--- src/rtl/mole_game_pkg.sv ---
// Shared types and constants for the whack-a-mole game core.
package mole_game_pkg;

  typedef enum logic [2:0] {
    StIdle,
    StSpawn,
    StUp,
    StGap,
    StOver
  } state_e;

  localparam int unsigned LfsrWidth = 16;
  // Galois right-shift form of taps 16,14,13,11.
  localparam logic [LfsrWidth-1:0] LfsrTaps = 16'hB400;
  localparam logic [LfsrWidth-1:0] DefaultLfsrSeed = 16'hACE1;

endpackage

--- src/rtl/mole_lfsr.sv ---
// Free-running 16-bit Galois LFSR; advances every cycle, reloads the seed on reset.
module mole_lfsr
  import mole_game_pkg::*;
#(
  parameter logic [LfsrWidth-1:0] LFSR_SEED = DefaultLfsrSeed
) (
  input  logic                 clk,
  input  logic                 reset,
  output logic [LfsrWidth-1:0] lfsr
);

  logic [LfsrWidth-1:0] lfsr_q, lfsr_d;

  always_comb begin
    lfsr_d = lfsr_q >> 1;
    if (lfsr_q[0]) lfsr_d = lfsr_d ^ LfsrTaps;
  end

  always_ff @(posedge clk) begin
    if (reset) lfsr_q <= LFSR_SEED;
    else       lfsr_q <= lfsr_d;
  end

  assign lfsr = lfsr_q;

endmodule

--- src/rtl/mole_game_engine.sv ---
// Whack-a-mole game core: switch synchroniser, game timer, mole FSM and score.
// Optional MOLE_MISS_PENALTY_EN: wrong-switch toggles and timeouts cost one point.
module mole_game_engine
  import mole_game_pkg::*;
#(
  parameter int unsigned          N_MOLES          = 16,
  parameter int unsigned          SCORE_BITS       = 8,
  parameter int unsigned          TIME_BITS        = 8,
  parameter int unsigned          GAME_SECONDS     = 30,
  parameter int unsigned          SEC_DIV          = 100_000_000,
  parameter int unsigned          MOLE_LIFE_CYCLES = 75_000_000,
  parameter int unsigned          GAP_CYCLES       = 25_000_000,
  parameter logic [LfsrWidth-1:0] LFSR_SEED        = DefaultLfsrSeed
) (
  input  logic                  clk,
  input  logic                  reset,
  input  logic                  start,
  input  logic [N_MOLES-1:0]    sw,
  output logic [N_MOLES-1:0]    LED,
  output logic [SCORE_BITS-1:0] score,
  output logic [TIME_BITS-1:0]  time_left,
  output logic                  running,
  output logic                  game_over
);

  localparam int unsigned IdxW = (N_MOLES > 1) ? $clog2(N_MOLES) : 1;

  logic [LfsrWidth-1:0]  lfsr;
  logic [N_MOLES-1:0]    sw_meta_q, sw_sync_q, sw_prev_q, toggle;
  state_e                state_q, state_d;
  logic [IdxW-1:0]       idx_q, idx_d, raw_idx, spawn_idx;
  logic [31:0]           life_q, life_d, gap_q, gap_d, presc_q, presc_d;
  logic [TIME_BITS-1:0]  time_q, time_d;
  logic [SCORE_BITS-1:0] score_q, score_d;
  logic [N_MOLES-1:0]    led_q, led_d;
  logic                  running_q, running_d, game_over_q, game_over_d;
  logic                  in_play;

  mole_lfsr #(
    .LFSR_SEED(LFSR_SEED)
  ) u_lfsr (
    .clk  (clk),
    .reset(reset),
    .lfsr (lfsr)
  );

  assign toggle  = sw_sync_q ^ sw_prev_q;
  assign in_play = (state_q == StSpawn) || (state_q == StUp) || (state_q == StGap);

  // Never light the same mole twice in a row.
  always_comb begin
    raw_idx   = IdxW'(32'(lfsr) % N_MOLES);
    spawn_idx = raw_idx;
    if (raw_idx == idx_q) begin
      spawn_idx = (raw_idx == IdxW'(N_MOLES - 1)) ? '0 : raw_idx + 1'b1;
    end
  end

  always_comb begin
    state_d = state_q;
    idx_d   = idx_q;
    life_d  = life_q;
    gap_d   = gap_q;
    presc_d = presc_q;
    time_d  = time_q;
    score_d = score_q;

    unique case (state_q)
      StIdle, StOver: begin
        if (start) begin
          state_d = StSpawn;
          score_d = '0;
          time_d  = TIME_BITS'(GAME_SECONDS);
          presc_d = '0;
        end
      end
      StSpawn: begin
        idx_d   = spawn_idx;
        life_d  = MOLE_LIFE_CYCLES - 1;
        state_d = StUp;
      end
      StUp: begin
        // A hit on the lit mole wins over any other toggle or a same-cycle expiry.
        if (toggle[idx_q]) begin
          if (score_q != '1) score_d = score_q + 1'b1;
          state_d = StGap;
          gap_d   = GAP_CYCLES - 1;
        end else begin
`ifdef MOLE_MISS_PENALTY_EN
          if ((((toggle & ~led_q) != '0) || (life_q == '0)) && (score_q != '0)) begin
            score_d = score_q - 1'b1;
          end
`endif
          if (life_q == '0) begin
            state_d = StGap;
            gap_d   = GAP_CYCLES - 1;
          end else begin
            life_d = life_q - 1;
          end
        end
      end
      StGap: begin
        if (gap_q == '0) state_d = StSpawn;
        else             gap_d   = gap_q - 1;
      end
      default: state_d = StIdle;
    endcase

    // Timer expiry overrides whatever the FSM decided this cycle.
    if (in_play) begin
      if (presc_q == SEC_DIV - 1) begin
        presc_d = '0;
        time_d  = time_q - 1'b1;
        if (time_q == TIME_BITS'(1)) state_d = StOver;
      end else begin
        presc_d = presc_q + 32'd1;
      end
    end

    led_d = '0;
    if (state_d == StUp) led_d[idx_d] = 1'b1;
    running_d   = (state_d == StSpawn) || (state_d == StUp) || (state_d == StGap);
    game_over_d = (state_d == StOver);
  end

  always_ff @(posedge clk) begin
    if (reset) begin
      sw_meta_q   <= '0;
      sw_sync_q   <= '0;
      sw_prev_q   <= '0;
      state_q     <= StIdle;
      idx_q       <= '0;
      life_q      <= '0;
      gap_q       <= '0;
      presc_q     <= '0;
      time_q      <= TIME_BITS'(GAME_SECONDS);
      score_q     <= '0;
      led_q       <= '0;
      running_q   <= 1'b0;
      game_over_q <= 1'b0;
    end else begin
      sw_meta_q   <= sw;
      sw_sync_q   <= sw_meta_q;
      sw_prev_q   <= sw_sync_q;
      state_q     <= state_d;
      idx_q       <= idx_d;
      life_q      <= life_d;
      gap_q       <= gap_d;
      presc_q     <= presc_d;
      time_q      <= time_d;
      score_q     <= score_d;
      led_q       <= led_d;
      running_q   <= running_d;
      game_over_q <= game_over_d;
    end
  end

  assign LED       = led_q;
  assign score     = score_q;
  assign time_left = time_q;
  assign running   = running_q;
  assign game_over = game_over_q;

endmodule
--- config.mk ---
export PLATFORM = sky130hd
export DESIGN_NAME = mole_game_engine
export DESIGN_NICKNAME = d
export VERILOG_FILES = /design/src/rtl/mole_game_pkg.sv /design/src/rtl/mole_lfsr.sv /design/src/rtl/mole_game_engine.sv
export SDC_FILE = /design/constraint.sdc
export NUM_CORES = 1
export LEC_CHECK = 0
export BUFFER_PORTS_ARGS = -buffer_cell sky130_fd_sc_hd__clkbuf_2
export CAP_MARGIN = 5
export CORE_MARGIN = 2
export CORE_UTILIZATION = 55
export CTS_CLUSTER_DIAMETER = 80
export DETAILED_ROUTE_END_ITERATION = 10
export GPL_TIMING_DRIVEN = 0
export PLACE_DENSITY = 0.73
export SYNTH_ARGS = -nofsm -noshare
export SYNTH_HDL_FRONTEND = slang
export SYNTH_SLANG_ARGS = --single-unit
--- constraint.sdc ---
create_clock -name clk -period 4.77 [get_ports clk]
set_input_delay 0.2385 -clock clk [delete_from_list [all_inputs] [get_ports clk]]
set_output_delay 0.2385 -clock clk [all_outputs]
set_load 0.1 [all_outputs]
==> impl_metrics.tcl <==
set metrics [dict create \
    holdBufCountCts 16 \
    pwr-share-clk 0.361 \
    core_area_um2 15200 \
    post_cts_buffers 0 \
    regArea_um2 4024 \
    drc_errors 0 \
    grt_max_degree 14 \
    async_reset_ff_frac 0 \
    fp.dieH_um 128.6 \
    most-common-layout-cells "dfxtp_1 (201), nor2_1 (113), nor2b_1 (59), a21oi_1 (56), xnor2_1 (52)" \
    antenna_found_initial 0 \
    reg2reg_from "idx_q[0]" \
    portBuffers 51 \
    cts.clk_slew.worst_paths_ns 0.06 \
    path_cells "buf_2 -> mux4_2 -> a22o_1 -> o21ai_0 -> nand2_1 -> nand2b_1 -> clkbuf_1 -> nor2_1" \
    min_from "start" \
    cts_sinks 201 \
    ys_ff_latch 201 \
    swShare 0.3032 \
    wl_mm 18.56 \
    cts_buffer_depth 3 \
    n_fill_cell 1291 \
    grt_util_all_layers 0.2307 \
    power_density_nw_per_um2 451.3 \
    r2r-end "gap_q[29]" \
    period_share 0.6779 \
    cp-start-kind "flip-flop" \
    vias_per_cell 5.627 \
    cp.depth 8 \
    ys_warn_count 0 \
    rows 45 \
    dr.first_iter.drc_count 378 \
    first_pass_iters 5 \
    fin_area_um2 9878 \
    initial_core_util 0.5617 \
    seqPwrFrac 0.420 \
    worst-path-buf-inv 2 \
    cts-root-buf "clkbuf_16" \
    ys_types 68 \
    tightestPinTransition_ns 0.8037 \
    grt_pass1_wl_mm 31.48 \
    fin_skew_ns 0.01417 \
    p_int_mw 3.106 \
    rrSetupSlack_ns 1.54 \
    p_leak_nw 3.648 \
    slowest_delay_ns 0.58 \
    cts_buffers 22 \
    path_delay_family "compound AO/OA/AOI/OAI gates" \
    area_growth_pct 15.68 \
    grt_pass1_vias 6458 \
    dpl.hpwl_mm 12.48 \
    synthFlopType "dfxtp_1" \
    critPathArrivalTime_ns 3.60 \
    hold_violations 0 \
    mostFrequentLayoutCell "dfxtp_1" \
    rr_worst_depth 8 \
    syn_area_per_cell_um2 9.272 \
    place_area_um2 9030 \
    netlist_instances 921 \
    pwr-share-comb 0.219 \
    gp_congestion 0.8234 \
    worstSetupEndpointType "flip-flop" \
    worst_hold_slack_ns 0.1787 \
    synth-edff-count 0 \
    outcome "completed" \
    cp_max_fo 10 \
    slew_headroom 0.4631 \
    vdd_drop_max_mv 0.3786 \
    switching_power_mw 1.351 \
    totalPowerFinal_mw 4.458 \
    setup_slack_ns 1.536 \
    detailedPlace.worstSlack_ns 1.549 \
    io_pins 53 \
    tns_ns 0 \
    rsz0062_at_grt "no" \
    worstSetupPathType "reg2reg" \
    n_antenna_cell 0 \
    syn_area_um2 8539 \
    dieArea_um2 16540 \
    dr_total_vias 6837 \
    slew_viol_final 0 \
    cap_violations 0 \
    cts_tree "yes" \
    fmax_ghz 0.3092 \
    layout-drive-gt1-share 0.1276 \
    wire_per_inst_um 15.27 \
    holdPathStages 4 \
    ys_seq_area_frac 0.4712 \
    final_nets 1040 \
    htreeDepth 1 \
    setup_violations 0 \
    ant_nets 0 \
    period_minus_slack_ns 3.234 \
    syn-num-nets 949 \
    hold_path.class "in2reg" \
    grt-ovfl-total 0 \
    hold_path_end "state_q[2]" \
    cts_resized 0 \
    dieWidth_um 128.6 \
    clock_latency_ns 0.50 \
    required_ns 5.14 \
    crit_slowest_cell "mux4_2" \
    multi_input_area_um2 4313 \
]
==> tightest hold or removal path: cells and delay by family <==
kind / cells / cell delay, ns
AO/OA/AOI/OAI: 1 / 0.19
buffers and inverters: 1 / 0.10
AND/OR/NAND/NOR: 2 / 0.10
==> area by class of cell <==
class                      instances  share of cell area
timing repair buffer              67             0.04205
clock inverter                     6            0.006713
multi-input combinational        672              0.4366
clock buffer                      33             0.06295
buffer                            38             0.01672
sequential                       201              0.4073
inverter                          10            0.003800
tap                              188             0.02381
==> flip-flops by register name, summed over array words and instances (netlist names), 3 cells and up <==
signal	cells
LED	16
time_left	8
u_lfsr.lfsr	16
score	8
state_q	3
life_q	32
idx_q	4
sw_sync_q	16
sw_meta_q	16
presc_q	32
gap_q	32
sw_prev_q	16
==> cells in the mapped netlist, types with 12 or more instances <==
| cell type | number | area (um2) |
|---|---|---|
| nor4_1 | 16 | 100.1 |
| dfxtp_1 | 201 | 4024 |
| nor2b_1 | 59 | 369.1 |
| or4_1 | 16 | 120.1 |
| or3_1 | 24 | 150.1 |
| xor2_1 | 43 | 376.6 |
| xnor2_1 | 52 | 455.4 |
| clkbuf_1 | 30 | 112.6 |
| nand4_1 | 19 | 118.9 |
| o21ai_0 | 25 | 125.1 |
| nor3_1 | 18 | 90.09 |
| nand2_1 | 51 | 191.4 |
| a21oi_1 | 56 | 280.3 |
| nand2b_1 | 12 | 75.07 |
| nand3_1 | 31 | 155.2 |
| or2_2 | 14 | 87.58 |
| nor2_1 | 113 | 424.2 |
==> power by group through the flow <==
stage | combinational (mW) | sequential (mW) | clock [mW]
2_1_floorplan | 0.732 | 1.91 | 0
3_3_place_gp | 0.938 | 1.90 | 0
3_5_place_dp | 0.950 | 1.91 | 0
4_1_cts | 0.970 | 1.87 | 1.64
5_1_grt | 1.09 | 1.89 | 1.71
6_report | 0.976 | 1.87 | 1.61
==> logic make-up (layout without fill, tap and decap cells) <==
kind of cell	count (synthesis)	after routing	synth area share
DFF	201	201	0.4712
AOI/OAI and AO/OA	125	125	0.08748
buffers and inverters	48	154	0.02374
xor gates and xnor gates	95	95	0.09744
and+or+nand+nor	433	433	0.2892
muxes	10	10	0.01773
adders and majority gates	9	9	0.01319
==> layer usage <==
metal  share of wire  wire, um  vias to the layer above  track usage
met4           0.015       278                        0      0.04859
met5               0         0                        -            0
met1            0.47      8705                     3270       0.3162
met2            0.47      8642                      144       0.3820
met3           0.050       932                       25      0.04574
li1                -         -                     3398            -
==> metrics by stage <==
stage	instances	util
3_3_place_gp	1160	0.5940
6_report	1215	0.6498
3_5_place_dp	1160	0.5940
2_1_floorplan	921	-
5_1_grt	1215	0.6498
4_1_cts	1215	0.6498
==> how the worst max path moves through the flow <==
stage             start        end  slack [ns]
2_1_floorplan  gap_q[2]   gap_q[4]        2.32
3_3_place_gp   idx_q[0]  gap_q[31]        1.58
3_5_place_dp   idx_q[0]  gap_q[29]        1.55
4_1_cts        idx_q[0]  gap_q[29]        1.52
5_1_grt        idx_q[0]  gap_q[29]        1.27
6_report       idx_q[0]  gap_q[29]        1.54
Power figures use the tool's default switching activity.
